`config.mk`:
```
export PLATFORM = sky130hd
export DESIGN_NAME = trdb_branch_unpacker
export DESIGN_NICKNAME = d
export VERILOG_FILES = /design/src/rtl/trdb_branch_unpacker.sv
export SDC_FILE = /design/constraint.sdc
export NUM_CORES = 1
export LEC_CHECK = 0
export BUFFER_PORTS_ARGS = -buffer_cell sky130_fd_sc_hd__buf_2
export CAP_MARGIN = 20
export CORE_MARGIN = 1
export CORE_UTILIZATION = 40
export DETAILED_ROUTE_END_ITERATION = 6
export PLACE_DENSITY = 0.58
export SLEW_MARGIN = 20
export SYNTH_ARGS = -nofsm -noshare
export SYNTH_HDL_FRONTEND = slang
export SYNTH_SLANG_ARGS = --single-unit
```
`constraint.sdc`:
```
create_clock -name clk_i -period 3.2 [get_ports clk_i]
set_input_delay 0.32 -clock clk_i [delete_from_list [all_inputs] [get_ports clk_i]]
set_output_delay 0.32 -clock clk_i [all_outputs]
set_load 0.03 [all_outputs]
```
`src/rtl/trdb_branch_unpacker.sv`:
```
// Branch-map unpacker: holds one branch map in service and one skid map, and
// returns one taken/not-taken outcome per pop, oldest branch first.
//
// state         | meaning
// ST_EMPTY      | no outcomes held; active and skid slots both free
// ST_SERVE      | active slot holds outcomes, skid slot free
// ST_SERVE_SKID | active slot holds outcomes, skid slot holds the next map
module trdb_branch_unpacker #(
   parameter int unsigned MAP_LEN = 31,
   parameter int unsigned CNT_W   = 5
) (
   input  logic               clk_i,
   input  logic               rst_i,
   input  logic               flush_i,
   input  logic               load_valid_i,
   output logic               load_ready_o,
   input  logic [MAP_LEN-1:0] map_i,
   input  logic [CNT_W-1:0]   branches_i,
   input  logic               pop_i,
   output logic               taken_valid_o,
   output logic               taken_o,
   output logic [CNT_W-1:0]   remaining_o,
   output logic               empty_o,
   output logic               underflow_o,
   output logic               len_err_o
);

   typedef enum logic [1:0] {
      ST_EMPTY,
      ST_SERVE,
      ST_SERVE_SKID
   } slot_state_e;

   localparam logic [CNT_W:0] MAX_CNT = (CNT_W+1)'(MAP_LEN);

   slot_state_e        state_q, state_d;
   logic [MAP_LEN-1:0] act_map_q, act_map_d;
   logic [CNT_W-1:0]   act_cnt_q, act_cnt_d;
   logic [MAP_LEN-1:0] skid_map_q, skid_map_d;
   logic [CNT_W-1:0]   skid_cnt_q, skid_cnt_d;
   logic               underflow_q, underflow_d;
   logic               len_err_q, len_err_d;

   logic               skid_full;
   logic               skid_full_d;
   logic               pop_ok;
   logic               load_fire;
   logic               over_len;
   logic [CNT_W-1:0]   load_cnt;
   logic [MAP_LEN-1:0] load_map;

   assign skid_full = (state_q == ST_SERVE_SKID);

   always_comb begin
      pop_ok    = pop_i && (act_cnt_q != '0);
      load_fire = load_valid_i && !skid_full && !flush_i;
      over_len  = ({1'b0, branches_i} > MAX_CNT);
      load_cnt  = over_len ? MAX_CNT[CNT_W-1:0] : branches_i;
      // bits beyond the branch count are cleared so stale bits never reach taken_o
      load_map  = '0;
      for (int k = 0; k < int'(MAP_LEN); k++) begin
         load_map[k] = map_i[k] & (k < int'(load_cnt));
      end
   end

   always_comb begin
      state_d     = state_q;
      act_map_d   = act_map_q;
      act_cnt_d   = act_cnt_q;
      skid_map_d  = skid_map_q;
      skid_cnt_d  = skid_cnt_q;
      underflow_d = underflow_q;
      len_err_d   = 1'b0;
      skid_full_d = skid_full;

      if (flush_i) begin
         state_d     = ST_EMPTY;
         act_map_d   = '0;
         act_cnt_d   = '0;
         skid_map_d  = '0;
         skid_cnt_d  = '0;
         underflow_d = 1'b0;
         skid_full_d = 1'b0;
      end else begin
         if (pop_i && !pop_ok) begin
            underflow_d = 1'b1;
         end
         if (pop_ok) begin
            act_map_d = act_map_q >> 1;
            act_cnt_d = act_cnt_q - CNT_W'(1);
         end
         // skid promotes on the same edge the last active outcome leaves
         if ((act_cnt_d == '0) && skid_full) begin
            act_map_d   = skid_map_q;
            act_cnt_d   = skid_cnt_q;
            skid_map_d  = '0;
            skid_cnt_d  = '0;
            skid_full_d = 1'b0;
         end
         if (load_fire) begin
            len_err_d = over_len;
            if (load_cnt != '0) begin
               if (act_cnt_d == '0) begin
                  act_map_d = load_map;
                  act_cnt_d = load_cnt;
               end else begin
                  skid_map_d  = load_map;
                  skid_cnt_d  = load_cnt;
                  skid_full_d = 1'b1;
               end
            end
         end

         if (act_cnt_d == '0) begin
            state_d = ST_EMPTY;
         end else if (skid_full_d) begin
            state_d = ST_SERVE_SKID;
         end else begin
            state_d = ST_SERVE;
         end
      end
   end

   always_ff @(posedge clk_i or posedge rst_i) begin
      if (rst_i) begin
         state_q     <= ST_EMPTY;
         act_map_q   <= '0;
         act_cnt_q   <= '0;
         skid_map_q  <= '0;
         skid_cnt_q  <= '0;
         underflow_q <= 1'b0;
         len_err_q   <= 1'b0;
      end else begin
         state_q     <= state_d;
         act_map_q   <= act_map_d;
         act_cnt_q   <= act_cnt_d;
         skid_map_q  <= skid_map_d;
         skid_cnt_q  <= skid_cnt_d;
         underflow_q <= underflow_d;
         len_err_q   <= len_err_d;
      end
   end

   // flush forces ready high even with the skid full; the load is still dropped
   assign load_ready_o  = flush_i || !skid_full;
   assign taken_valid_o = (act_cnt_q != '0);
   assign taken_o       = taken_valid_o & act_map_q[0];
   assign remaining_o   = act_cnt_q;
   assign empty_o       = (act_cnt_q == '0) && !skid_full;
   assign underflow_o   = underflow_q;
   assign len_err_o     = len_err_q;

endmodule

```
==> summary.md, run 1 <==
| Metric | Value |
|---|---|
| Initial antenna violation count | `0` |
| Count of different cell masters after synthesis | `59` |
| Crit-path slowest cell | `or4_1` |
| Status | `finished, final reports clean` |
| Worst setup margin | `0.189 ns` |
| Gr usage total | `0.248` |
| Total power | `approximately 0.0045 W` |
| Register area | `0.00188 sq mm` |
| Async set-reset flop share out of synthesis | `1.00` |
| Post-Place Cell Area | `0.00477 sq mm` |
| Sequential share of the synthesized area | `0.430` |
| #FFs+latches synth | `75` |
| RD Place Congestion | `0.854` |
| Critical path class | `reg -> reg` |
| Max VDD drop | `between 0.5 and 0.6 mV` |
| Routed WL | `13.4 mm` |
| Longest Clk Path Bufs | `2` |
| Biggest area consumer among synthesized cells | `dfrtp_1` |
| Area Overhead vs Synth | `15.2%` |
| IO Port Bufs | `50` |
| Most frequent cell after synthesis | `dfrtp_1` |
| Slew @ Worst Pin | `0.870 ns` |
| Highest clock rate | `332 MHz` |
| Clock Pin Slew Worst Setup and Hold Paths | `0.09 ns` |
| Final TNS setup | `0 ns` |
| Leakage | `roughly 2.4 nW` |
| Cell area power density | `roughly 900 mW/mm^2` |
| DP HPWL | `8.53 mm` |
| Required @ worst endpoint | `3.44 ns` |
| Cell row count | `37` |
| Mux cell area share after synthesis | `0.146` |
| Synth top cells by count | `75 x dfrtp_1, 42 x mux2i_1, 37 x clkbuf_1, 29 x nor4_1, 23 x a22o_1` |
| Hold Path Class | `in -> async` |
| Cts bufs inserted | `9` |
| Root buf cell | `clkbuf_8` |
| Area occupied by multi-input gates | `0.00226 sq mm` |
| Post-DR wirelength/cell | `22.7 microns` |
| Die area | `0.0113 sq mm` |
| Synth Net Count | `456` |
| Post-Synth Simple-Gate Area | `0.133` |
| Final #Nets | `about 490` |
| Largest family of logic cells by synthesized area | `compound AO/OA/AOI/OAI gates` |
| Synth top area share | `0.430` |
| Synth Cell Area | `0.00436 sq mm` |
| Residual DRC count | `0` |
| # diodes | `0` |
| CTS tree | `built` |
| Die height | `106 microns` |
| Total gr overflow | `0` |
| Layout cells sized above 1 | `0.262` |
| Worst path cell trace | `inv_1 -> ha_1 -> nor4b_4 -> inv_2 -> mux2_4 -> or4_1 -> nand3_2 -> buf_12 -> mux2_2` |
| Post-CTS Hold Fix Bufs | `0` |
| Setup WS pre-CTS | `0.191 ns` |
| Fillers | `about 1000` |
| Compound-gate portion of the synthesized area | `0.231` |
| First-pass GRT wire length | `21.2 mm` |
| Clock Skews | `roughly 0.011 ns` |
| CP max stage delay | `approximately 0.65 ns` |
| Starting Density | `0.417` |
| Synth Area per Inst | `between 10 and 15 sq um` |
| Setup-failing EPs final | `0` |
| Vias in the first global route | `3767` |
| Hold Slack | `roughly 0.0053 ns` |
| Pre-Repair DR Iteration Count | `5` |
| Clk sinks | `75` |
| RSZ-0062 raised after global routing | `false` |
| Dominant synthesized flop cell | `dfrtp_1` |
| Final hold violation count | `0` |
| Xor-xnor portion of the synthesized cell area | `0.00201` |
| Max cap viols | `0` |
| Largest net degree at the start of global routing | `43` |
| Initial DRC Count | `226` |
| Final instance area | `~0.005 sq mm` |
| Synth Area in Adders | `0.00287` |
| Antenna Nets Post-Route | `0` |
| Ranking of synthesized cells by area | `dfrtp_1 43%, mux2i_1 9.6%, mux2_2 4.6%` |
| Final period util | `0.941` |
| Via count | `3702` |
| Clk_lat worst skew | `around 0.35 ns` |
| Mean number of vias per cell | `between 6 and 7` |
| Setup crit end kind | `flop` |
| Post-Synthesis Cells | `414` |
| Die extent in x | `approximately 110 microns` |
| CP arrival | `3.25 ns` |
| Ys Warns | `0` |
| Tmin final | `3.01 ns` |
| IO Pins | `52` |
| Core Region | `0.0105 sq mm` |
| Max-Slew Margin vs Limit | `0.420` |
| H-Tree Depth | `3` |
| Number of synthesized flops with an enable pin | `0` |
| Max FO, Critical Path | `24` |
| Slew Limit Fails | `0` |
| Crit start category | `flop` |
==> worst paths after layout <==
kind / cells after the start / from / to / slack [ns]
worst max-delay path: 9 / remaining_o[0] / act_map_q[25] / 0.19
worst min-delay path: 2 / rst_i / skid_map_q[0] / 0.005
worst max register to register: 9 / remaining_o[0] / act_map_q[25] / 0.19
worst min register to register: 1 / skid_map_q[2] / skid_map_q[2] / 0.50
max in group asynchronous: 3 / rst_i / skid_map_q[15] / 2.42
min in group clk_i: 3 / map_i[0] / skid_map_q[0] / 0.21
==> routing by layer <==
layer / global-route usage / wire, microns / vias to the layer above
met5: 0 / 0 / -
met1: 0.359 / 6150 / 1870
met2: 0.373 / 6170 / 150
met4: 0.0656 / 165 / 0
met3: 0.0546 / 904 / 15
li1: - / - / 1667
==> power by group <==
group          internal (W)  switching [W]
clock              0.000541       0.000379
sequential          0.00120       0.000198
combinational      0.000853        0.00134
total               0.00259        0.00192
==> sequential cells by signal (all words and copies together) (netlist names) <==
signal       count
skid_cnt_q       5
skid_map_q      31
state_q          2
remaining_o      5
underflow_o      1
act_map_q       31
==> metrics by stage <==
step                 util  std cells
floorplan               -        414
global placement    0.456        575
detailed placement  0.456        575
CTS                 0.480        591
global route        0.480        591
finish              0.480        591
==> what timing repair did <==
action                     CTS  global route
setup buffers                0             0
setup endpoints to repair    0             1
hold endpoints to repair     0             0
resized for setup            0             1
==> critical path, delay by kind of cell (launching register included) <==
| family | cells | cell delay (ns) |
|---|---|---|
| and+or+nand+nor | 3 | 1.10 |
| buffers and inverters | 3 | 0.46 |
| adders and majority gates | 1 | 0.21 |
| DFF | 1 | 0.42 |
| muxes | 2 | 0.68 |
==> cell usage in the layout (no fill, tap or decap), drive strengths merged, types with 5 or more instances in the layout <==
cell     n
a22o    23
a2bb2o   9
a211oi  18
nand2b   5
and2     5
clkbuf  10
o211a    7
nand4    5
dfrtp   75
and3     9
mux2i   42
buf     72
a21oi   13
mux2    19
nand2   12
nor2    10
nor4    29
o21ai    8
a211o   11
inv      8
==> cells by family after synthesis <==
family                     after synthesis
buffers and inverters                   56
DFF                                     75
other                                    1
adders and majority gates                1
muxes                                   61
AOI/OAI and AO/OA                      122
and+or+nand+nor                         97
xor gates and xnor gates                 1
==> cell type report <==
class | instances | area share
Sequential cell | 75 | 0.374
Multi-Input combinational cell | 283 | 0.451
Clock inverter | 6 | 0.0224
Timing Repair Buffer | 72 | 0.0852
Inverter | 9 | 0.00697
Clock buffer | 10 | 0.0274
Tap cell | 136 | 0.0339
No activity file was read; power rests on OpenSTA's default activity.
==> run 2, diff against run 1 <==
- CORE_ASPECT_RATIO: unset -> 1.4
==> summary.md, run 2 (synthesized netlist as in run 1, its figures left out) <==
| Metric | Value |
|---|---|
| Antenna Nets Post-Route | `0 (unchanged)` |
| Mean number of vias per cell | `6.32 (+0.88%)` |
| Clk_lat worst skew | `0.34 ns (about the same)` |
| Total gr overflow | `0 (unchanged)` |
| Fillers | `996 (+0.10%)` |
| Clock Pin Slew Worst Setup and Hold Paths | `0.06 ns (-0.03 ns)` |
| Setup crit end kind | `flop` |
| # diodes | `0 (unchanged)` |
| Worst setup margin | `0.167 ns (-0.0226 ns)` |
| M2 GR Usage | `0.415 (+0.0415)` |
| Slew Limit Fails | `0 (unchanged)` |
| Met3 Track Usage GR | `0.0237 (-0.0308)` |
| Vias in the first global route | `3931 (+4.4%)` |
| Highest clock rate | `330 MHz (-0.75%)` |
| Setup-failing EPs final | `0 (unchanged)` |
| Via count | `3766 (+1.7%)` |
| Cell Count, Final, Fillers Out | `596 (+0.85%)` |
| Starting Density | `0.415 (-0.00208)` |
| R2R cell count | `10 (+1)` |
| Die height | `126 microns (+18%)` |
| Slew @ Worst Pin | `0.746 ns (-0.124 ns)` |
| Most frequent cells in the layout | `75 x dfrtp_1, 50 x buf_2, 42 x mux2i_1` |
| Reg2reg setup slack | `0.17 ns (-0.02 ns)` |
| Largest net degree at the start of global routing | `42 (-2.3%)` |
| GR Util met1 | `0.328 (-0.0313)` |
| Root buf cell | `clkbuf_16` |
| Clk sinks | `75 (unchanged)` |
| Status | `finished, final reports clean` |
| Max FO, Critical Path | `19 (-21%)` |
| Top Usage Layer GRT | `met2` |
| Max VDD drop | `0.350 mV (-42%)` |
| Final period util | `0.948 (+0.00707)` |
| Clock Skews | `0.00563 ns (-0.00541 ns)` |
| Longest Clk Path Bufs | `2 (unchanged)` |
| Die extent in x | `90.2 microns (-15%)` |
| Final #Nets | `495 (+0.61%)` |
| Max cap viols | `0 (unchanged)` |
| Final TNS setup | `0 ns (unchanged)` |
| Crit start category | `flop` |
| CP arrival | `3.26 ns (about the same)` |
| Total power | `0.00479 W (+6.1%)` |
| Hold Path Class | `in -> async` |
| Initial DRC Count | `235 (+4.0%)` |
| Routed WL | `13.9 mm (+3.6%)` |
| Pre-Repair DR Iteration Count | `5 (unchanged)` |
| Residual DRC count | `0 (unchanged)` |
| Leakage | `2.49 nW (+2.0%)` |
| Area Overhead vs Synth | `17.7%` |
| Post-DR wirelength/cell | `23.3 microns (+2.8%)` |
| Final hold violation count | `0 (unchanged)` |
| Commonest non-fill, non-tap cell in the layout | `dfrtp_1` |
| Cell row count | `44 (+19%)` |
| Cell area power density | `933 mW/mm^2 (+3.9%)` |
| Cells after DPL | `580 (+0.87%)` |
| RD Place Congestion | `0.854 (about the same)` |
| Die area | `0.0113 sq mm (about the same)` |
| CTS tree | `built` |
| Critical path class | `reg -> reg` |
| Largest registers | `act_map_q (31), skid_map_q (31)` |
| Gr usage total | `0.254 (+0.00618)` |
| Setup WS pre-CTS | `0.210 ns (+0.0186 ns)` |
| Required @ worst endpoint | `3.42 ns (-0.02 ns)` |
| Tmin final | `3.03 ns (+0.0226 ns)` |
| H-Tree Depth | `3 (unchanged)` |
| Max-Slew Margin vs Limit | `0.502 (+0.0822)` |
| First-pass GRT wire length | `22.0 mm (+3.7%)` |
| IO Pins | `52 (unchanged)` |
| Layout cells sized above 1 | `0.264 (+0.00265)` |
| Initial antenna violation count | `0 (unchanged)` |
| Cts bufs inserted | `9 (unchanged)` |
| DP HPWL | `8.95 mm (+4.9%)` |
| Core Region | `0.0105 sq mm (+0.50%)` |
| IO Port Bufs | `50 (unchanged)` |
| Hold Slack | `0.0477 ns (+0.0424 ns)` |
==> run 2: cell types whose count changed in the layout (fill, tap and decap cells not counted), sizes merged <==
cell / change
clkinvlp: +1
bufinv: -1
buf: +3
clkinv: -3
clkbuf: +2
inv: +1
==> run 2: through the flow <==
stage / cell area, sq um / util
3_3_place_gp: 4800 / 0.456
4_1_cts: 5120 / 0.487
3_5_place_dp: 4800 / 0.456
2_1_floorplan: 4360 / -
6_report: 5130 / 0.488
5_1_grt: 5130 / 0.488
==> run 2: what timing repair did <==
action                                  4_1_cts  5_1_grt
hold buffers                                  0        0
setup buffers                                 0        0
resized for setup                             0        2
endpoints found under the setup margin        0       19
==> run 2: path summary, 6_finish.rpt <==
| path | start | to |
|---|---|---|
| worst max-delay path | remaining_o[0] | skid_map_q[16] |
| worst min-delay path | rst_i | skid_map_q[17] |
| worst max register to register | remaining_o[0] | skid_map_q[16] |
| worst min register to register | skid_map_q[12] | skid_map_q[12] |
| max in group asynchronous | rst_i | skid_map_q[19] |
| min in group clk_i | map_i[0] | skid_map_q[0] |
==> run 2: area by class of cell <==
class	count	area, sq um	area share
Clock buffer	12	256	0.0500
Inverter	9	33.8	0.00658
Tap cell	138	173	0.0336
Clock inverter	4	72.6	0.0141
Timing Repair Buffer	75	450	0.0877
Sequential cell	75	1880	0.366
Multi-Input combinational cell	283	2270	0.442
==> run 2: worst max-delay path: stages (launching register included) <==
cell and delay, ns:
dfrtp_1 0.41, inv_1 0.10, ha_1 0.22, nor4b_4 0.29, inv_2 0.14, mux2_4 0.33
buf_4 0.22, o31ai_1 0.51, a21oi_4 0.15, buf_4 0.25, a2bb2o_1 0.29
==> run 2: report_power, final <==
part / switching, W / internal (W) / leakage [nW]
clock network: 0.000407 / 0.000725 / 0.159
logic: 0.00137 / 0.000882 / 1.31
registers: 0.000203 / 0.00120 / 1.03
==> run 2: routing by layer <==
| metal | part of all wire | wire [microns] |
|---|---|---|
| met1 | 0.43 | 5980 |
| met2 | 0.48 | 6710 |
| met3 | 0.043 | 603 |
| met4 | 0.042 | 582 |
| met5 | 0 | 0 |
